**src/rtl/trisc_pkg.sv**
```systemverilog
// TRISC control sequencer shared definitions: opcodes, control-line indices, states.
// Latency: n/a (package only).
// Backpressure: n/a (package only).
package trisc_pkg;

  // Encoded opcodes (low nibble of the IR opcode field)
  localparam logic [3:0] OP_NOP  = 4'd0;
  localparam logic [3:0] OP_INC  = 4'd1;
  localparam logic [3:0] OP_CLR  = 4'd2;
  localparam logic [3:0] OP_JMP  = 4'd3;
  localparam logic [3:0] OP_LDA  = 4'd4;
  localparam logic [3:0] OP_STA  = 4'd5;
  localparam logic [3:0] OP_ADD  = 4'd6;
  localparam logic [3:0] OP_SUB  = 4'd7;
  localparam logic [3:0] OP_JZ   = 4'd8;
  localparam logic [3:0] OP_HALT = 4'd9;

  // Control-line bit positions within Ctrl
  localparam int C_CLR_PC   = 0;
  localparam int C_LD_PC    = 1;
  localparam int C_INC_PC   = 2;
  localparam int C_LD_MAR   = 3;
  localparam int C_MEM_RD   = 4;
  localparam int C_MEM_WR   = 5;
  localparam int C_RSVD6    = 6;
  localparam int C_LD_IR    = 7;
  localparam int C_CLR_ACC  = 8;
  localparam int C_INC_ACC  = 9;
  localparam int C_LD_MDR   = 10;
  localparam int C_ACC_MDR  = 11;
  localparam int C_ACC_ALU  = 12;
  localparam int C_RSVD13   = 13;
  localparam int C_ALU_OPND = 14;
  localparam int C_ALU_SUB  = 15;

  // 5-bit encoding leaves spare codes so a corrupted state can be recovered
  typedef enum logic [4:0] {
    S_RESET, S_FETCH0, S_FRD, S_DECODE,
    S_INC, S_CLR, S_JMP, S_JZ,
    S_OPADDR, S_OPRD, S_LDACC, S_STWR,
    S_ALU_MDR, S_ALU_LATCH, S_ALU_WB, S_HALT
  } state_t;

  // Memory-operand instruction class remembered from DECODE
  typedef enum logic [1:0] {CLS_LDA, CLS_STA, CLS_ADD, CLS_SUB} op_cls_t;

  // Reserved lines C6 and C13 are never driven, whatever the decode says
  function automatic logic [15:0] ctrl_mask_rsvd(input logic [15:0] c);
    logic [15:0] r;
    r = c;
    r[C_RSVD6]  = 1'b0;
    r[C_RSVD13] = 1'b0;
    return r;
  endfunction

endpackage

```
**src/rtl/trisc_wait_ctr.sv**
```systemverilog
// Memory wait-state counter: counts cycles spent in a strobe state, flags the last one.
// Latency: done_o is a decode of the registered count (valid same cycle).
// Backpressure: none; clear has priority over enable.
module trisc_wait_ctr #(
  parameter int unsigned MEM_WAIT = 2
) (
  input  logic clk_i,
  input  logic rst_ni,
  input  logic clr_i,
  input  logic en_i,
  output logic done_o
);

  localparam logic [3:0] LAST = 4'(MEM_WAIT - 1);

  logic [3:0] cnt_q, cnt_d;

  // Next count: clear wins, otherwise step by one while enabled
  always_comb begin
    cnt_d = cnt_q;
    if (clr_i) begin
      cnt_d = '0;
    end else if (en_i) begin
      cnt_d = cnt_q + 4'd1;
    end
  end

  // Count register shares the sequencer's falling-edge timing
  always_ff @(negedge clk_i or negedge rst_ni) begin
    if (!rst_ni) begin
      cnt_q <= '0;
    end else begin
      cnt_q <= cnt_d;
    end
  end

  assign done_o = (cnt_q == LAST);

endmodule

```
**src/rtl/trisc_ctrl_seq.sv**
```systemverilog
// TRISC control sequencer: encoded-opcode FSM driving datapath lines C0..C15.
// Latency: one state per SysClock falling edge; Ctrl is a combinational decode of state.
// Backpressure: none; memory strobes are held for MEM_WAIT cycles (legal 1..15).
module trisc_ctrl_seq
  import trisc_pkg::*;
#(
  parameter int unsigned MEM_WAIT        = 2,
  parameter int unsigned OPW             = 4,
  parameter bit          TRAP_ON_ILLEGAL = 1'b1
) (
  input  logic           SysClock,
  input  logic           StartStop,
  input  logic [OPW-1:0] Opcode,
  input  logic           Zero,
  output logic [15:0]    Ctrl,
  output logic           Fetch,
  output logic           Halted,
  output logic           Trap
);

  state_t      state_q;
  op_cls_t     cls_q;
  logic        trap_q;
  logic        in_wait;
  logic        wait_done;
  logic        op_illegal;
  logic [15:0] ctrl_raw;

  assign in_wait = (state_q == S_FRD) || (state_q == S_OPRD) || (state_q == S_STWR);

  // Any bit above the low nibble, or a low nibble past HALT, is not an instruction
  assign op_illegal = (|(Opcode >> 4)) || (Opcode[3:0] > OP_HALT);

  // Counter is held at zero outside strobe states and on the exiting cycle,
  // so every strobe state starts from a fresh count
  trisc_wait_ctr #(.MEM_WAIT(MEM_WAIT)) u_wait (
    .clk_i  (SysClock),
    .rst_ni (StartStop),
    .clr_i  (!in_wait || wait_done),
    .en_i   (in_wait),
    .done_o (wait_done)
  );

  // Sequencer state, instruction class and sticky trap flag
  always_ff @(negedge SysClock or negedge StartStop) begin
    if (!StartStop) begin
      state_q <= S_RESET;
      cls_q   <= CLS_LDA;
      trap_q  <= 1'b0;
    end else begin
      case (state_q)
        S_RESET:  state_q <= S_FETCH0;
        S_FETCH0: state_q <= S_FRD;
        S_FRD:    if (wait_done) state_q <= S_DECODE;
        S_DECODE: begin
          if (op_illegal) begin
            trap_q  <= 1'b1;
            state_q <= TRAP_ON_ILLEGAL ? S_HALT : S_FETCH0;
          end else begin
            case (Opcode[3:0])
              OP_NOP:  state_q <= S_FETCH0;
              OP_INC:  state_q <= S_INC;
              OP_CLR:  state_q <= S_CLR;
              OP_JMP:  state_q <= S_JMP;
              OP_LDA:  begin state_q <= S_OPADDR; cls_q <= CLS_LDA; end
              OP_STA:  begin state_q <= S_OPADDR; cls_q <= CLS_STA; end
              OP_ADD:  begin state_q <= S_OPADDR; cls_q <= CLS_ADD; end
              OP_SUB:  begin state_q <= S_OPADDR; cls_q <= CLS_SUB; end
              OP_JZ:   state_q <= S_JZ;
              OP_HALT: state_q <= S_HALT;
              default: state_q <= S_FETCH0;
            endcase
          end
        end
        S_INC, S_CLR, S_JMP, S_JZ, S_LDACC, S_ALU_WB: state_q <= S_FETCH0;
        S_OPADDR:    state_q <= (cls_q == CLS_STA) ? S_STWR : S_OPRD;
        S_OPRD:      if (wait_done) state_q <= (cls_q == CLS_LDA) ? S_LDACC : S_ALU_MDR;
        S_STWR:      if (wait_done) state_q <= S_FETCH0;
        S_ALU_MDR:   state_q <= S_ALU_LATCH;
        S_ALU_LATCH: state_q <= S_ALU_WB;
        S_HALT:      state_q <= S_HALT;
        default:     state_q <= S_RESET;
      endcase
    end
  end

  // Control-line decode; only JZ looks at a live input (Zero)
  always_comb begin
    ctrl_raw = '0;
    case (state_q)
      S_RESET:  ctrl_raw[C_CLR_PC] = 1'b1;
      S_FRD:    ctrl_raw[C_MEM_RD] = 1'b1;
      S_DECODE: begin
        ctrl_raw[C_INC_PC] = 1'b1;
        ctrl_raw[C_LD_IR]  = 1'b1;
      end
      S_INC:    ctrl_raw[C_INC_ACC] = 1'b1;
      S_CLR:    ctrl_raw[C_CLR_ACC] = 1'b1;
      S_JMP:    ctrl_raw[C_LD_PC]   = 1'b1;
      S_JZ:     ctrl_raw[C_LD_PC]   = Zero;
      S_OPADDR: ctrl_raw[C_LD_MAR]  = 1'b1;
      S_OPRD: begin
        ctrl_raw[C_LD_MAR] = 1'b1;
        ctrl_raw[C_MEM_RD] = 1'b1;
        // LDA captures read data on the last strobe cycle
        ctrl_raw[C_LD_MDR] = (cls_q == CLS_LDA) && wait_done;
      end
      S_LDACC: begin
        ctrl_raw[C_LD_MDR]  = 1'b1;
        ctrl_raw[C_ACC_MDR] = 1'b1;
      end
      S_STWR: begin
        ctrl_raw[C_LD_MAR] = 1'b1;
        ctrl_raw[C_MEM_WR] = 1'b1;
      end
      S_ALU_MDR: ctrl_raw[C_LD_MDR] = 1'b1;
      S_ALU_LATCH: begin
        ctrl_raw[C_ALU_OPND] = 1'b1;
        ctrl_raw[C_ALU_SUB]  = (cls_q == CLS_SUB);
      end
      S_ALU_WB: begin
        ctrl_raw[C_ACC_ALU] = 1'b1;
        ctrl_raw[C_ALU_SUB] = (cls_q == CLS_SUB);
      end
      default: ctrl_raw = '0;
    endcase
  end

  assign Ctrl   = ctrl_mask_rsvd(ctrl_raw);
  assign Fetch  = (state_q == S_FETCH0) || (state_q == S_FRD) || (state_q == S_DECODE);
  assign Halted = (state_q == S_HALT);
  assign Trap   = trap_q;

endmodule

```
**config.mk**
```make
export PLATFORM = sky130hd
export DESIGN_NAME = trisc_ctrl_seq
export DESIGN_NICKNAME = d
export VERILOG_FILES = /design/src/rtl/trisc_pkg.sv /design/src/rtl/trisc_wait_ctr.sv /design/src/rtl/trisc_ctrl_seq.sv
export SDC_FILE = /design/constraint.sdc
export NUM_CORES = 1
export LEC_CHECK = 0
export ABC_AREA = 1
export CORE_AREA = 2 2 46 48
export DETAILED_ROUTE_END_ITERATION = 6
export DIE_AREA = 0 0 48 50
export GPL_TIMING_DRIVEN = 0
export PLACE_DENSITY_LB_ADDON = 0.05
export SYNTH_ARGS = -nofsm -noshare
export SYNTH_HDL_FRONTEND = slang
export SYNTH_SLANG_ARGS = --single-unit
```
**constraint.sdc**
```tcl
create_clock -name SysClock -period 1.86 [get_ports SysClock]
set_input_delay 0.558 -clock SysClock [delete_from_list [all_inputs] [get_ports SysClock]]
set_output_delay 0.558 -clock SysClock [all_outputs]
set_load 0.02 [all_outputs]
```
# ---- Word-level counts from Yosys, hierarchy flattened
# Cells that the tools add are included.
dict set report totals {
  input_bits 7
  regBits 12
  output_inout_bits 19
  word_cells 81
}
dict set report classes {
  n_bitwise 1
  n_reduce_logical 20
  add_sub_neg 1
  n_lt_le_gt_ge 1
  eq_ne 30
  muxes 24
}
# op n
set ops {}
lappend ops {{one-hot mux 5 bit (10 select lines)} 1}
lappend ops {{== test 5 x 4 -> 1 bit (second input constant)} 8}
lappend ops {{one-hot mux 4 bit (6 select lines)} 1}
lappend ops {{== test 5 x 3 -> 1 bit (second input constant)} 4}
lappend ops {{== test 4 x 3 -> 1 bit (second input constant)} 4}
lappend ops {{2-to-1 mux 5 bit} 3}
lappend ops {{2-to-1 mux 4 bit} 3}
lappend ops {{2-to-1 mux 1 bit} 11}
lappend ops {{== test 5 x 2 -> 1 bit (second input constant)} 2}
lappend ops {{== test 4 x 1 -> 1 bit (second input constant)} 2}
lappend ops {{== test 4 x 2 -> 1 bit (second input constant)} 2}
lappend ops {{== test 4 bit (second input constant)} 2}
lappend ops {{one-hot mux 2 bit (4 select lines)} 1}
lappend ops {{OR reduction 7 bit} 1}
lappend ops {{!= test 2 bit (second input constant)} 3}
lappend ops {{AND reduction 3 bit} 2}
lappend ops {{OR reduction 2 bit} 3}
lappend ops {{== test 5 x 1 -> 1 bit (second input constant)} 1}
lappend ops {{zero test 5 bit} 1}
lappend ops {{logical OR 1 bit} 5}
lappend ops {{adder 4 x 1 -> 4 bit (second input constant)} 1}
lappend ops {{> comparator 4 bit (second input constant)} 1}
lappend ops {{one-hot mux 1 bit (2 select lines)} 2}
lappend ops {{nonzero test 4 bit} 1}
lappend ops {{other kinds (12)} 12}

# ---- Logic depth before layout (Yosys ltp)
dict set report depth {
  word_depth 6
  mapped_depth 8
}

# ---- Modules after synthesis
# Synthesis repeated with hierarchy kept, for this count alone.
dict set report hier_totals {
  cells_unflattened 126
  area_unflattened_um2 828.3
}
# mod area_per_inst_um2 seq_area_each_um2 n_inst cells_per_inst
set modules_own_cells {}
lappend modules_own_cells {trisc_ctrl_seq 603.1 175.2 1 100}
lappend modules_own_cells {trisc_wait_ctr 225.2 100.1 1 26}

==> summary.md <==
Number of top-level pins: 26. The run finished, with violations left. Entering global routing, the biggest net connects 12 pins. The final max-slew violation count is 0. The tree is rooted in a sky130_fd_sc_hd__clkbuf_4. Relative to the synthesized area, the layout overhead comes to 103%.

The tools report the total core area as 1900 sq um. Measured against its own limit, the worst slew margin works out to 66.4%. The share of the synthesized area in the top cell type was 33.5%; the share of post-route cells with drive strength above 1 was 61.6%. Sorting the synthesized cells by area gives the leading types as sky130_fd_sc_hd__dfrtn_1 (34%), sky130_fd_sc_hd__nand2_1 (12%), sky130_fd_sc_hd__nor2_1 (11%).

0 antenna diodes ended up in the layout. The worst-case setup margin in the final layout is -1170 ps, and the maximum clock insertion buffer count is 2. The logs give 270 ps for the clock latency on the worst-skew pair and 2470 ps for the data arrival time of the critical path. The count of final hold-check violations was 0.

The tools report the remaining antenna violation count as 0. The final route contains 1056 vias. The final net count is 187, and the slew at the pin closest to its max-slew limit is 503 ps. The critical path is of the flip-flop to output pin type. Overall die area: 2400 sq um.

Among cell families on the critical path, the largest total delay comes from flip-flops. IR analysis of the VDD net gives a maximum drop of 1.05 mV. The initialized floorplan defines 16 standard-cell rows. The routed design has 3360 um of wire. The total leakage power was 0.818 nW. Leaving out filler cells and counting taps, the final layout contains 204.

Clock skew on the completed layout was measured at 0.377 ps. The tool flagged a number of max-cap violations equal to 0. The run gives 4130 um as the wire length of the first global-routing pass. After detailed routing, the number of remaining DRC violations is 0. For the total track usage, the log shows 24.8%. In this run the worst hold path is classified as flip-flop to flip-flop. Detailed placement finished with a half-perimeter wire length of 1540 um. The horizontal die dimension came out at 48 um. Setup slack on the worst reg-to-reg path comes out at 170 ps.

The logs give 104 for the layout filler cell count and 1300 ps for the required time of the critical path. The worst reg2reg path depth is 8. After synthesis the netlist holds a flip-flop and latch count of 11.

The final reports fail on negative setup slack. The number of stages on the worst hold path was 1; the number of antenna violations at the first check in global routing was 0. The number of detailed-routing iterations run before antenna repair came out at 4. Along the worst path, the maximum fanout reaches 5. Clock tree synthesis found a total of 11 sinks. In the synthesized netlist, the cells that appear most often are sky130_fd_sc_hd__nand2_1 (27), sky130_fd_sc_hd__nor2_1 (24), sky130_fd_sc_hd__inv_1 (15). The critical path contains buffers and inverters numbering 3 combined.

The logs give 121 for the instance count of the mapped netlist and 1 for the maximum level of the CTS H-tree. The routed wire length per instance was 16.5 um; the power density over the cells was 1610 nW/um^2. The tools report the number of buffers created by CTS as 3.

In the synthesized netlist the dominant register cell turns out to be sky130_fd_sc_hd__dfrtn_1. The largest incremental delay on the critical path is 460 ps. STA classifies the critical path endpoint as an output pin.

During synthesis, Yosys emitted a total of 0 warnings. The average instance in the mapped netlist occupies 6.78 sq um. The logs give 883 for the via count of the first global-routing pass and 821 sq um for the netlist area before placement.

The residual overflow from global routing was 0; the fraction of registers with async set or reset after synthesis was 100%. The number of buffer cells added on primary ports was 23; the final number of setup-violating endpoints was 21. Summed over all failing endpoints, the final setup total negative slack is -17320 ps. In this run the number of cells on the critical path is 6. In this run, distinct cell masters in the synthesized netlist total 25. The tools report the number of placed cells counting well taps as 172. The height of the die works out to 50 um.

The worst setup path is launched from a flip-flop. Placer's final routability congestion estimate: 0.923. Critical path's slowest cell: sky130_fd_sc_hd__dfrtn_1. The violation count after the first detailed-routing iteration was 20. Setup repair after global routing could not meet its margin everywhere. The sequential area share after synthesis was 33.5%; the initial standard-cell utilization of the core was 43.2%. The number of synthesized flops with an enable pin was 0. The most common cell in the synthesized netlist is sky130_fd_sc_hd__nand2_1. The signal on the critical path passes through buf_12 > inv_2 > nor2_2 > nand3_2 > o21ai_2 > buf_4. Using the TritonRoute via totals, the vias-per-cell ratio works out to 5.18.

The synthesized design spends more area on one cell type than any other, namely sky130_fd_sc_hd__dfrtn_1. After clock tree synthesis, the flow added hold-fix buffers numbering 0. The clock-pin slew on the worst setup and hold paths works out to 50 ps. TritonCTS built the clock tree. Before CTS, the worst setup slack after placement is -1350 ps.
## sequential cells by signal, indices dropped and copies added, names as in the netlist
signal,cells
u_wait.cnt_q,4
Trap,1
state_q,4
cls_q,2
## area by class of cell
| cell class | count | area (sq um) | area share, % |
|---|---|---|---|
| tap | 27 | 33.8 | 2.03 |
| timing repair buffer | 51 | 528 | 31.7 |
| inverter | 20 | 135 | 8.12 |
| multi-input combinational | 88 | 639 | 38.4 |
| sequential | 11 | 275 | 16.5 |
| buffer | 3 | 26.3 | 1.58 |
| clock buffer | 4 | 26.3 | 1.58 |
## cells in the final DEF, fill, tap and decap left out, types with 2 or more instances in the layout
master	instances
sky130_fd_sc_hd__buf_4	27
sky130_fd_sc_hd__nand2_1	19
sky130_fd_sc_hd__buf_6	19
sky130_fd_sc_hd__nor2_1	12
sky130_fd_sc_hd__nor2_4	12
sky130_fd_sc_hd__dfrtn_1	11
sky130_fd_sc_hd__nand2_2	8
sky130_fd_sc_hd__inv_2	6
sky130_fd_sc_hd__inv_1	6
sky130_fd_sc_hd__buf_12	5
sky130_fd_sc_hd__nand2_4	4
sky130_fd_sc_hd__inv_4	4
sky130_fd_sc_hd__nor2_2	4
sky130_fd_sc_hd__o21ai_2	3
sky130_fd_sc_hd__o21ai_1	3
sky130_fd_sc_hd__nand3_1	3
sky130_fd_sc_hd__o21ai_0	3
sky130_fd_sc_hd__clkbuf_4	3
sky130_fd_sc_hd__a21oi_2	2
sky130_fd_sc_hd__inv_16	2
sky130_fd_sc_hd__nand3_4	2
sky130_fd_sc_hd__ha_1	2
sky130_fd_sc_hd__conb_1	2
## logic make-up after synthesis
group,count (synthesis),synth area share (%)
buffers and inverters,23,11.9
other,1,0.457
adder cells (fa/ha/maj),2,3.05
flip-flops,11,33.5
AND/OR/NAND/NOR,67,38.0
AO/OA/AOI/OAI,15,11.0
XOR/XNOR,2,2.13
## path summary, 6_finish.rpt
kind / start / end
min in group asynchronous: StartStop / u_wait.cnt_q[2]$_DFFE_NN0P_
max reg2reg: state_q[2]$_DFFE_NN0P_ / state_q[3]$_DFFE_NN0P_
max in group asynchronous: StartStop / cls_q[1]$_DFFE_NN0P_
min: u_wait.cnt_q[0]$_DFFE_NN0P_ / u_wait.cnt_q[0]$_DFFE_NN0P_
min reg2reg: u_wait.cnt_q[0]$_DFFE_NN0P_ / u_wait.cnt_q[0]$_DFFE_NN0P_
max: state_q[3]$_DFFE_NN0P_ / Ctrl[10]
## layer usage
layer  global-route usage (%)  part of all wire, %  vias up
met2                     43.1                   50       60
met4                     11.3                  6.3        0
met5                        0                    0        -
met1                     28.8                   38      492
met3                     2.56                  5.7       22
li1                         -                    -      482
## timing repair
| item | in CTS | in global routing |
|---|---|---|
| pin swaps | 13 | 10 |
| setup buffers | 17 | 11 |
| setup endpoints to repair | 24 | 33 |
| gates resized for setup | 143 | 23 |
## stage by stage
| step | util (%) | hold slack, ps | total power, W | instance area [sq um] |
|---|---|---|---|---|
| after floorplan | - | 383 | 0.00132 | 980 |
| after global placement | 65.4 | 403 | 0.00167 | 1240 |
| after detailed placement | 65.4 | 424 | 0.00169 | 1240 |
| after CTS | 78.4 | 425 | 0.00222 | 1490 |
| after global routing | 87.5 | 448 | 0.00280 | 1660 |
| final | 87.5 | 418 | 0.00267 | 1660 |
## where the power goes
| group | leakage [nW] | internal [W] | switching [W] |
|---|---|---|---|
| Sequential | 0.139 | 0.000335 | 0.000123 |
| Combinational | 0.664 | 0.000926 | 0.00113 |
| Clock | 0.0150 | 0.0000831 | 0.0000780 |
Power figures use the tool's default switching activity.
